**src/rtl/instruction_fetch_queue.sv**
```systemverilog
// rtl/instruction_fetch_queue.sv - PC generator and prefetch FIFO feeding the decode stage
// Optional feature macro: IFQ_PERF_COUNT_EN (adds FlushCount/StallCount ports).
module instruction_fetch_queue #(
   parameter int          DEPTH    = 4,
   parameter logic [31:0] RESET_PC = 32'h0000_0000
) (
   input  logic        Clk,
   input  logic        Reset,
   output logic        IMemReq,
   output logic [31:0] IMemAddr,
   input  logic        IMemAck,
   input  logic        IMemRspValid,
   input  logic [31:0] IMemRspData,
   output logic        InstValid,
   input  logic        InstReady,
   output logic [31:0] Instruction,
   output logic [31:0] NextInstruct,
   input  logic        BranchTaken,
   input  logic [31:0] BranchOffset,
   input  logic        Jump,
   input  logic [31:0] JumpTarget
`ifdef IFQ_PERF_COUNT_EN
   ,
   output logic [31:0] FlushCount,
   output logic [31:0] StallCount
`endif
);
   localparam int AW = $clog2(DEPTH);
   localparam int CW = AW + 1;
   localparam logic [CW-1:0] FULL = CW'(DEPTH);

   localparam logic [1:0] ST_RUN  = 2'd0;
   localparam logic [1:0] ST_WAIT = 2'd1;
   localparam logic [1:0] ST_DROP = 2'd2;

   logic [1:0]    state;
   logic          started;
   logic [31:0]   fetch_pc;
   logic [31:0]   data_mem [DEPTH];
   logic [31:0]   npc_mem [DEPTH];
   logic [AW-1:0] rd_ptr;
   logic [AW-1:0] wr_ptr;
   logic [CW-1:0] count;
   logic          issue;
   logic          accept;
   logic          redirect;
   logic          push;
   logic [31:0]   target;

   // started keeps the request low for the whole cycle that follows a reset edge
   assign IMemReq      = started && (state == ST_RUN) && (count < FULL);
   assign IMemAddr     = fetch_pc;
   assign InstValid    = (count != '0);
   assign Instruction  = InstValid ? data_mem[rd_ptr] : '0;
   assign NextInstruct = InstValid ? npc_mem[rd_ptr] : '0;

   assign issue    = IMemReq && IMemAck;
   assign accept   = InstValid && InstReady;
   assign redirect = accept && (Jump || BranchTaken);
   assign push     = (state == ST_WAIT) && IMemRspValid && !redirect;
   assign target   = (Jump ? JumpTarget : (NextInstruct + (BranchOffset << 2))) & 32'hFFFF_FFFC;

   always_ff @(posedge Clk) begin
      if (!Reset) begin
         state    <= ST_RUN;
         started  <= 1'b0;
         fetch_pc <= RESET_PC & 32'hFFFF_FFFC;
         rd_ptr   <= '0;
         wr_ptr   <= '0;
         count    <= '0;
      end else begin
         started <= 1'b1;
         if (redirect) begin
            rd_ptr   <= '0;
            wr_ptr   <= '0;
            count    <= '0;
            fetch_pc <= target;
         end else begin
            if (issue) fetch_pc <= fetch_pc + 32'd4;
            if (push) wr_ptr <= wr_ptr + AW'(1);
            if (accept) rd_ptr <= rd_ptr + AW'(1);
            count <= count + CW'(push) - CW'(accept);
         end
         case (state)
            ST_RUN:  if (issue) state <= redirect ? ST_DROP : ST_WAIT;
            ST_WAIT: begin
               if (IMemRspValid) state <= ST_RUN;
               else if (redirect) state <= ST_DROP;
            end
            ST_DROP: if (IMemRspValid) state <= ST_RUN;
            default: state <= ST_RUN;
         endcase
      end
   end

   // While waiting, fetch_pc already equals the outstanding request's PC + 4
   always_ff @(posedge Clk) begin
      if (Reset && push) begin
         data_mem[wr_ptr] <= IMemRspData;
         npc_mem[wr_ptr]  <= fetch_pc;
      end
   end

`ifdef IFQ_PERF_COUNT_EN
   always_ff @(posedge Clk) begin
      if (!Reset) begin
         FlushCount <= '0;
         StallCount <= '0;
      end else begin
         if (redirect && (FlushCount != 32'hFFFF_FFFF)) FlushCount <= FlushCount + 32'd1;
         if (InstReady && !InstValid && (StallCount != 32'hFFFF_FFFF)) StallCount <= StallCount + 32'd1;
      end
   end
`endif

endmodule

```
**config.mk**
```make
export PLATFORM = sky130hd
export DESIGN_NAME = instruction_fetch_queue
export DESIGN_NICKNAME = d
export VERILOG_FILES = /design/src/rtl/instruction_fetch_queue.sv
export SDC_FILE = /design/constraint.sdc
export NUM_CORES = 1
export LEC_CHECK = 0
export CAP_MARGIN = 20
export CORE_MARGIN = 10
export CORE_UTILIZATION = 40
export CTS_CLUSTER_SIZE = 10
export DETAILED_ROUTE_END_ITERATION = 6
export DONT_BUFFER_PORTS = 1
export HOLD_SLACK_MARGIN = 0.12
export PLACE_DENSITY = 0.53
export SLEW_MARGIN = 10
export SYNTH_ARGS = -nofsm -noshare
export SYNTH_HDL_FRONTEND = slang
export SYNTH_SLANG_ARGS = --single-unit
```
**constraint.sdc**
```tcl
create_clock -name Clk -period 5.73 [get_ports Clk]
set_input_delay 0.2865 -clock Clk [delete_from_list [all_inputs] [get_ports Clk]]
set_output_delay 0.2865 -clock Clk [all_outputs]
set_load 0.02 [all_outputs]
```
==> results of run 1 <==
[final cells by class]
type                            instances  area, um2  share of cell area, %
Clock buffer                           55       1010                   6.51
Inverter                               13       48.8                  0.313
Timing Repair Buffer                   81        788                   5.06
Clock inverter                          6       36.3                  0.233
Sequential cell                       290       8300                   53.3
Tap cell                              442        553                   3.55
Multi-Input combinational cell        552       4840                   31.1
[synthesized netlist by cell type, types with 3 or more instances]
library cell / number / area, um2
nand3_1: 23 / 115
ha_1: 36 / 450
xor2_1: 23 / 201
or3_1: 3 / 18.8
inv_1: 11 / 41.3
a21oi_1: 33 / 165
a221oi_2: 4 / 60.1
o211ai_1: 7 / 52.6
nor3_1: 9 / 45.0
a211oi_1: 20 / 150
a221oi_1: 3 / 26.3
buf_4: 4 / 30.0
and2_1: 67 / 419
o21ai_0: 20 / 100
and3_1: 16 / 100
mux4_2: 62 / 1400
mux2i_1: 5 / 50.1
a21o_1: 14 / 105
and4_1: 3 / 26.3
o21ai_1: 5 / 25.0
clkbuf_1: 29 / 109
nor2_1: 41 / 154
dfxtp_1: 42 / 841
edfxtp_1: 248 / 7450
nand2_1: 54 / 203
a31oi_1: 5 / 31.3
xnor2_1: 30 / 263
nand4_1: 9 / 56.3
buf_1: 5 / 18.8
buf_2: 5 / 25.0
nor2b_1: 3 / 18.8
[power breakdown]
group | internal [mW] | switching (mW)
sequential | 2.46 | 0.300
combinational | 1.06 | 1.78
clock | 1.21 | 0.823
total | 4.73 | 2.91
[how the worst min path moves through the flow]
stage | end | slack [ns]
5_1_grt | IMemAddr[12] | 0.14
2_1_floorplan | started | 0.31
6_report | IMemAddr[11] | 0.14
3_3_place_gp | started | 0.32
3_5_place_dp | started | 0.32
4_1_cts | IMemAddr[24] | 0.12
[registers in the layout (all words and copies together) (netlist names), named ones only]
register  flops
IMemAddr     30
count         3
data_mem    128
npc_mem     120
rd_ptr        2
started       1
state         2
wr_ptr        2
[critical path, delay by kind of cell, from the launching register on]
kind	cells	cell delay (ns)
fa+ha+maj	2	0.73
simple gates	2	1.10
mux	1	0.35
compound gates	7	1.84
flops	1	0.35
[per-stage QoR]
stage | instances | cell area (um2)
after floorplan | 898 | 13300
after CTS | 1439 | 15600
after global routing | 1439 | 15600
after detailed placement | 1315 | 13900
final | 1439 | 15600
after global placement | 1315 | 13900
[metal layers]
layer  track usage (%)  wire (um)  vias up  share of wire, %
met1              22.2      15300     4024                43
met3              4.03       2220       52               6.2
li1                  -          -     3656                 -
met2              28.1      17300      220                49
met5                 0          0        -                 0
met4              4.88        707        0               2.0
[cells in the final DEF, fill, tap and decap left out, types with 16 or more instances in the layout]
cell           synthesis  layout
and2_1                67      67
xor2_1                23      23
edfxtp_1             248     248
a211oi_1              20      20
dfxtp_1               42      40
nand3_1               23      23
xnor2_1               30      30
buf_4                  4      17
ha_1                  36      36
dlygate4sd3_1          0      62
o21ai_0               20      20
a21oi_1               33      33
nand2_1               54      54
mux4_2                62      62
nor2_1                41      41
clkbuf_1              29      16
clkbuf_16              0      37
[cells by family (layout without fill, tap and decap cells)]
group / after synthesis / in the layout / share of synthesized area, %
buffers and inverters: 56 / 155 / 1.74
other: 1 / 4 / 0.0282
AO/OA/AOI/OAI: 144 / 144 / 7.66
XOR/XNOR: 53 / 53 / 3.49
adder cells (fa/ha/maj): 38 / 38 / 3.68
AND/OR/NAND/NOR: 245 / 245 / 10.2
multiplexers: 68 / 68 / 10.9
flip-flops: 290 / 290 / 62.2
==> results_dict.tcl, run 1 <==
set metrics [dict create \
    core-area_um2 32700 \
    cp-end-kind "flop" \
    port_buffers 0 \
    maxCapViolCount 0 \
    whs_ns 0.138 \
    diodes 0 \
    p_per_area_nw_per_um2 490 \
    cpMostUsedCell "a21oi_1" \
    numCtsBuffers 36 \
    drt_iter0_drc 410 \
    status "finished, final reports clean" \
    maxSlewHeadroom_pct 45.4 \
    grt_usage_pct 17.1 \
    ys_seq_area_share_pct 62.2 \
    rr_startpoint "count[2]" \
    cts_hold_buf 63 \
    cp_slowest_cell "or3_2" \
    grt-ovfl-total 0 \
    vias 7952 \
    netlist_instances 895 \
    hp-class "input port to flop" \
    route.detailed.drc 0 \
    die_x_um 202 \
    post-route-period-util_pct 78.0 \
    cp-startpoint "count[2]" \
    r2r_end "IMemAddr[30]" \
    syn_area_um2 13300 \
    maxSlewViolCount 0 \
    hold_start "Jump" \
    grt_first_pass_wirelength_mm 53.5 \
    gp_routability_congestion 0.826 \
    ctsLongestPathBuffers 3 \
    areaGrowthSynthToFinish_pct 16.9 \
    clock_latency_ns 0.51 \
    worstHoldPathCells 3 \
    worst_slack_ns 1.26 \
    hold_viol 0 \
    finalClockSkew_ns 0.0116 \
    period_needed_ns 4.47 \
    die_h_um 202 \
    fin_util_pct 47.6 \
    nets 1115 \
    drive_gt1_share_pct 15.1 \
    synth_edf_count 248 \
    cts.sink_count 290 \
    peakVddDrop_uv 281 \
    reg2regPathDepth 12 \
    antenna_found_initial 0 \
    start_util_pct 40.7 \
    synthFlopType "edfxtp_1" \
    via_per_inst 5.53 \
    clk_pin_slew_ns 0.06 \
    antenna_left 0 \
    post_cts_buffers 0 \
    finalPower_mw 7.64 \
    synth_warnings 0 \
    dr.pass1.iters 5 \
    worstPathArrival_ns 4.91 \
    h-tree-depth 2 \
    setup_violations 0 \
    root_buffer "clkbuf_16" \
    r2r_setup_slack_ns 1.26 \
    ys_types 70 \
    timing.fmax_mhz 224 \
    post-place-ws_ns 1.22 \
    crit_end "IMemAddr[30]" \
    fin_tns_setup_ns 0 \
    cts_tree "yes" \
    dp_hpwl_mm 23.9 \
    die_area_um2 41000 \
    critical_path_class "flop to flop" \
    p_leak_nw 5.29 \
    worstPathRequired_ns 6.17 \
    fillCellCount 2953 \
    worst_slew_pin_slew_ns 0.817 \
    cts_resized 0 \
    routed_wl_mm 35.5 \
    grt_max_degree 46 \
    grt_pass1_vias 8252 \
    postSynthAreaPerCell_um2 14.9 \
    rsz0062_at_grt "no" \
    fp-row-count 66 \
    slowest_delay_ns 0.74 \
    synth_seq_cells 290 \
    cp-start-kind "flop" \
    path_cells "or3_2 > and2_1 > ha_1 > fa_1 > a211oi_1 > o21bai_1 > a22o_1 > a21oi_1 > a21oi_1 > a31oi_1 > mux2_2 > a21oi_1" \
    crit_path_max_fanout 25 \
    io_pins 201 \
    routedWlPerCell_um 24.7 \
    async_flop_share_pct 0 \
]
Note: power is estimated with default switching activity, not from simulation.
==> run 2: changes to the inputs <==
--- a/config.mk
+++ b/config.mk
@@ -5,6 +5,7 @@
 export SDC_FILE = /design/constraint.sdc
 export NUM_CORES = 1
 export LEC_CHECK = 0
+export ABC_AREA = 1
 export CAP_MARGIN = 20
 export CORE_MARGIN = 10
 export CORE_UTILIZATION = 40
@@ -12,7 +13,7 @@
 export DETAILED_ROUTE_END_ITERATION = 6
 export DONT_BUFFER_PORTS = 1
 export HOLD_SLACK_MARGIN = 0.12
-export PLACE_DENSITY = 0.53
+export PLACE_DENSITY = 0.55
 export SLEW_MARGIN = 10
 export SYNTH_ARGS = -nofsm -noshare
 export SYNTH_HDL_FRONTEND = slang
==> constraint.sdc (replaced) <==
create_clock -name Clk -period 3.6 [get_ports Clk]
set_input_delay 0.18 -clock Clk [delete_from_list [all_inputs] [get_ports Clk]]
set_output_delay 0.18 -clock Clk [all_outputs]
set_load 0.02 [all_outputs]
==> run 2 against run 1 <==
Fmax rose by 31%. Largest cell class unchanged. Critical endpoint is now IMemAddr[14]. Clock power rose by 56%. Global-route usage rose by 2.7 points. Critical path type unchanged.
==> results_dict.tcl, run 2 <==
set metrics [dict create \
    ys_types 46 \
    period_needed_ns 3.41 \
    clock_latency_ns 0.51 \
    slowest_delay_ns 0.55 \
    cts_tree "yes" \
    die_area_um2 44100 \
    cp-end-kind "flop" \
    yosys.area_share.simple_pct 20.0 \
    postSynthAreaPerCell_um2 9.09 \
    h-tree-depth 2 \
    antenna_found_initial 0 \
    gp_routability_congestion 0.961 \
    crit_path_max_fanout 28 \
    synthTopCellsByArea "edfxtp_1 52%, nor2_1 9.3%, o21ai_0 6.4%, nand2_1 6.3%, dfxtp_1 5.8%" \
    place_area_um2 15300 \
    worst_slack_ns 0.195 \
    ctsLongestPathBuffers 3 \
    fp-row-count 69 \
    p_leak_nw 6.64 \
    drt_iter0_drc 768 \
    die_x_um 210 \
    io_pins 201 \
    final_common_cell "nor2_1" \
    port_buffers 0 \
    critical_path_class "flop to flop" \
    worstPathArrival_ns 3.80 \
    maxCapViolCount 0 \
    synth_seq_cells 290 \
    core-area_um2 35700 \
    cts.sink_count 290 \
    die_h_um 210 \
    finalClockSkew_ns 0.0207 \
    synth.area.mux_share_pct 0 \
    ys_seq_area_share_pct 57.3 \
    max_flop_register "data_mem" \
    layout_common_cells "354 x nor2_1, 248 x edfxtp_1, 241 x nand2_1, 183 x o21ai_0, 120 x a21oi_1" \
    hold_viol 0 \
    maxSlewHeadroom_pct 51.4 \
    grt_first_pass_wirelength_mm 68.0 \
    synth_edf_count 248 \
    grt_usage_pct 19.8 \
    maxSlewViolCount 0 \
    synth_compound_area_share_pct 12.2 \
    dr.pass1.iters 6 \
    synth_top_area_share_pct 51.5 \
    via_per_inst 5.27 \
    areaGrowthSynthToFinish_pct 18.4 \
    nets 1847 \
    dp_hpwl_mm 31.3 \
    drive_gt1_share_pct 9.03 \
    rsz0062_at_grt "no" \
    synth.most_common_cell "nor2_1" \
    finalPower_mw 11.9 \
    worstPathRequired_ns 4.00 \
    post-route-period-util_pct 94.6 \
    whs_ns 0.168 \
    cp_slowest_cell "dlygate4sd3_1" \
    fin_util_pct 48.0 \
    grt-ovfl-total 0 \
    netlist_instances 1591 \
    synthAdderAreaFrac_pct 3.39 \
    worst_slew_pin_slew_ns 0.728 \
    setup_violations 0 \
    synth_warnings 0 \
    antenna_left 0 \
    clk_pin_slew_ns 0.06 \
    route.detailed.drc 0 \
    synthFlopType "edfxtp_1" \
    path_cells "buf_4 > nor2_1 > o21ai_0 > a21oi_2 > ha_1 > fa_1 > nand3_1 > nand2_1 > buf_4 > nand3_1 > nand3b_1 > xor2_1 > nand2_1 > a21oi_1 > dlygate4sd3_1" \
    numCtsBuffers 36 \
    root_buffer "clkbuf_16" \
    synth_top_family_by_area "simple AND/OR/NAND/NOR gates" \
    syn_area_um2 14500 \
    post_cts_buffers 0 \
    synth_xor_area_share_pct 1.82 \
    final_area_um2 17100 \
    synth.largest_area_cell "edfxtp_1" \
    start_util_pct 40.5 \
    cp-start-kind "flop" \
    routed_wl_mm 44.9 \
    async_flop_share_pct 0 \
    timing.fmax_mhz 294 \
    vias 11538 \
    post-place-ws_ns 0.380 \
    grt_pass1_vias 11585 \
    ys_top_cells_by_count "358 x nor2_1, 248 x edfxtp_1, 241 x nand2_1" \
    hp-class "input port to flop" \
    status "finished, final reports clean" \
    peakVddDrop_uv 307 \
    grt_max_degree 78 \
    p_per_area_nw_per_um2 697 \
    routedWlPerCell_um 20.5 \
    largest_reg_flops 128 \
]
-- run 2: kinds of logic after synthesis --
group | count (synthesis)
AND/OR/NAND/NOR | 705
AO/OA/AOI/OAI | 338
flip-flops | 290
buffers and inverters | 189
adder cells (fa/ha/maj) | 38
XOR/XNOR | 30
other | 1
-- run 2: metrics by stage --
| stage | setup TNS, ns | std cells |
|---|---|---|
| floorplan | -189.32 | 1594 |
| global placement | 0 | 2058 |
| detailed placement | 0 | 2058 |
| CTS | 0 | 2187 |
| global route | 0 | 2189 |
| finish | 0 | 2190 |
-- run 2: worst paths after layout --
| check | start | endpoint | slack (ns) | cells after the start |
|---|---|---|---|---|
| max | flop | IMemAddr[14] | 0.19 | 15 |
| min | BranchOffset[9] | IMemAddr[11] | 0.17 | 4 |
| max reg2reg | flop | IMemAddr[14] | 0.19 | 15 |
| min reg2reg | wr_ptr[0] | wr_ptr[0] | 0.53 | 2 |
-- run 2: final cells by class --
class | count | area [um2]
clock buffers | 56 | 1010
clock inverters | 4 | 21.3
fillers | 3335 | 18500
flip-flops and latches | 290 | 8290
well taps | 461 | 577
repair buffers | 144 | 1310
multi-input cells | 1115 | 5460
diodes | 1 | 2.50
inverters | 119 | 452
-- run 2: power breakdown --
part           internal [mW]  switching (mW)  leakage (nW)
Combinational           1.34            2.83          3.55
Clock                   1.91            1.27         0.494
Sequential              3.96           0.623          2.60
-- run 2: critical path, delay by kind of cell, from the launching register on --
family / cells / cell delay (ns)
compound gates: 3 / 0.33
buf+inv: 3 / 1.08
fa+ha+maj: 2 / 0.67
xor+xnor: 1 / 0.21
simple gates: 6 / 0.63
flops: 1 / 0.34
-- run 2: what timing repair did --
| item | in CTS | in global routing |
|---|---|---|
| hold buffers | 69 | 0 |
| gates resized for setup | 0 | 8 |
| endpoints found under the setup margin | 0 | 2 |
| hold endpoints to repair | 170 | 0 |
-- run 2: metal layers --
layer | share of wire [%] | up-vias | GRT usage (%)
li1 | - | 5605 | -
met4 | 2.3 | 0 | 5.90
met3 | 7.7 | 49 | 4.75
met2 | 48 | 348 | 33.8
met1 | 42 | 5536 | 24.5
met5 | 0 | - | 0
==> run 3: changes to the inputs <==
--- a/config.mk
+++ b/config.mk
@@ -6,7 +6,6 @@
 export NUM_CORES = 1
 export LEC_CHECK = 0
 export ABC_AREA = 1
-export CAP_MARGIN = 20
 export CORE_MARGIN = 10
 export CORE_UTILIZATION = 40
 export CTS_CLUSTER_SIZE = 10
@@ -14,6 +13,7 @@
 export DONT_BUFFER_PORTS = 1
 export HOLD_SLACK_MARGIN = 0.12
 export PLACE_DENSITY = 0.55
+export SETUP_SLACK_MARGIN = 0.4
 export SLEW_MARGIN = 10
 export SYNTH_ARGS = -nofsm -noshare
 export SYNTH_HDL_FRONTEND = slang
==> run 3 against run 2 <==
Routed wire length up 1.1%. Die area did not move. Hold slack lost 0.063 ns. Sequential power shrank 0.9%. Sequential share of layout area fell by 0.76 points. Global-route usage hardly changed. Clock power up 4%. First-iteration DRC count shrank 10%.
==> results_dict.tcl, run 3 (synthesis gave the netlist of run 2 again) <==
set metrics [dict create \
    worst_slew_pin_slew_ns 0.771 \
    dp_hpwl_mm 31.7 \
    final_common_cell "nor2_1" \
    clockPowerShare_pct 27.1 \
    combPwrFrac_pct 35.8 \
    via_per_inst 5.27 \
    rsz0062_at_grt "no" \
    grt_usage_pct 19.8 \
    routedWlPerCell_um 20.6 \
    setup_violations 0 \
    post-route-period-util_pct 83.9 \
    p_per_area_nw_per_um2 704 \
    clock_latency_ns 0.53 \
    seq_area_um2 8290 \
    largest_reg_flops 128 \
    path_cells "buf_4 > clkbuf_16 > nor2_1 > nor2_1 > o21ai_0 > a21oi_1 > buf_4 > ha_1 > a21oi_1 > o21ai_0 > a21oi_1 > nand3_1 > nand2_1 > nand2_1 > o21ai_2 > buf_4 > a21oi_1" \
    period_needed_ns 3.02 \
    maxSlewViolCount 0 \
    fp-row-count 69 \
    drive_gt1_share_pct 10.4 \
    multi_input_area_um2 5480 \
    start_util_pct 40.5 \
    fin_tns_setup_ns 0 \
    r2r_end "IMemAddr[24]" \
    cts.sink_count 290 \
    status "finished, final reports clean" \
    layout_common_cells "354 x nor2_1, 248 x edfxtp_1, 239 x nand2_1, 178 x o21ai_0, 118 x a21oi_1" \
    grt_pass1_vias 11243 \
    cp.depth 17 \
    nets 1863 \
    worstPathRequired_ns 4.01 \
    cp_top_family "compound AO/OA/AOI/OAI gates" \
    cts_tree "yes" \
    cpMostUsedCell "a21oi_1" \
    clk_pin_slew_ns 0.05 \
    route.detailed.drc 0 \
    numCtsBuffers 36 \
    p_leak_nw 6.76 \
    h-tree-depth 2 \
    timing.fmax_mhz 331 \
    hp-class "input port to flop" \
    diodes 0 \
    r2r_setup_slack_ns 0.58 \
    crit_path_max_fanout 27 \
    antenna_left 0 \
    gp_routability_congestion 0.956 \
    reg2regPathDepth 17 \
    max_flop_register "data_mem" \
    place_area_um2 15500 \
    die_area_um2 44100 \
    seqPwrFrac_pct 37.0 \
    slowest_delay_ns 0.41 \
    final_area_um2 17400 \
    ctsLongestPathBuffers 3 \
    cp-end-kind "flop" \
    p_int_mw 7.44 \
    dr.pass1.iters 6 \
    core-area_um2 35700 \
    finalClockSkew_ns 0.0303 \
    grt_first_pass_wirelength_mm 67.9 \
    p_sw_mw 4.80 \
    maxSlewHeadroom_pct 48.4 \
    crit_end "IMemAddr[24]" \
    port_buffers 0 \
    drt_iter0_drc 688 \
    antenna_found_initial 0 \
    hold_viol 0 \
    hold_start "JumpTarget[12]" \
    maxCapViolCount 0 \
    areaGrowthSynthToFinish_pct 20.3 \
    grt_max_degree 71 \
    critical_path_buf_inv_count 4 \
    routed_wl_mm 45.4 \
    vias 11610 \
    grt-ovfl-total 0 \
    worstPathArrival_ns 3.43 \
    die_h_um 210 \
    root_buffer "clkbuf_16" \
    cp-start-kind "flop" \
    die_x_um 210 \
    peakVddDrop_uv 332 \
    io_pins 201 \
    critical_path_class "flop to flop" \
    fillCellCount 3391 \
    swShare_pct 39.3 \
    cp_slowest_cell "dfxtp_4" \
]
run 3: changes by cell type in the layout (fill, tap and decap cells not counted), moves of 3 or more:
| cell | before | now |
|---|---|---|
| clkbuf_1 | 18 | 14 |
| buf_4 | 71 | 81 |
| clkinv_1 | 1 | 4 |
| o21ai_1 | 6 | 9 |
| o21ai_0 | 183 | 178 |
| buf_12 | 1 | 5 |
run 3: cell type report:
cell class              instances  share of cell area, %
clock inverters                 8                  0.532
inverters                     119                   2.58
flip-flops and latches        290                   47.7
multi-input cells            1115                   31.5
repair buffers                160                   8.75
clock buffers                  51                   5.63
well taps                     461                   3.32
run 3: power by group through the flow:
stage          sequential [mW]  combinational, mW  clock, mW
2_1_floorplan             4.40               2.73          0
3_3_place_gp              4.61               4.12          0
6_report                  4.54               4.38       3.32
4_1_cts                   4.55               4.26       3.41
5_1_grt                   4.58               4.82       3.55
3_5_place_dp              4.62               4.14          0
run 3: per-stage QoR:
stage / setup slack, ns / total power, mW / cells / util, % / hold slack [ns]
after detailed placement: 0.288 / 8.76 / 2072 / 43.4 / 0.213
after CTS: 0.418 / 12.2 / 2199 / 48.4 / 0.138
after global placement: 0.321 / 8.73 / 2072 / 43.4 / 0.214
after floorplan: 0.231 / 7.13 / 1594 / - / 0.208
after global routing: 0.399 / 13.0 / 2204 / 48.8 / 0.132
final: 0.580 / 12.2 / 2204 / 48.8 / 0.105
run 3: worst reg2reg max path, delay by kind of cell, from the launching register on:
family / cells / cell delay (ns)
AOI/OAI and AO/OA: 7 / 1.02
DFF: 1 / 0.41
and+or+nand+nor: 5 / 0.44
adders and majority gates: 1 / 0.29
buffers and inverters: 4 / 0.74
run 3: worst min-delay path by stage:
stage,end,cells past startpoint
finish,IMemAddr[12],5
global route,IMemAddr[12],5
CTS,IMemAddr[3],5
detailed placement,started,0
global placement,started,0
floorplan,started,0
run 3: layer usage:
layer	track usage [%]	vias to the layer above	routed length, um
li1	-	5647	-
met1	25.1	5549	19700
met2	33.3	351	21600
met3	4.44	63	3020
met4	5.45	0	1030
met5	0	-	0
run 3: repair_timing:
action / 4_1_cts / 5_1_grt
setup buffers: 0 / 3
hold buffers: 68 / 0
gates cloned: 0 / 2
setup endpoints to repair: 2 / 14
endpoints found under the hold margin: 170 / 0
gates resized for setup: 3 / 21
pin swaps: 0 / 2
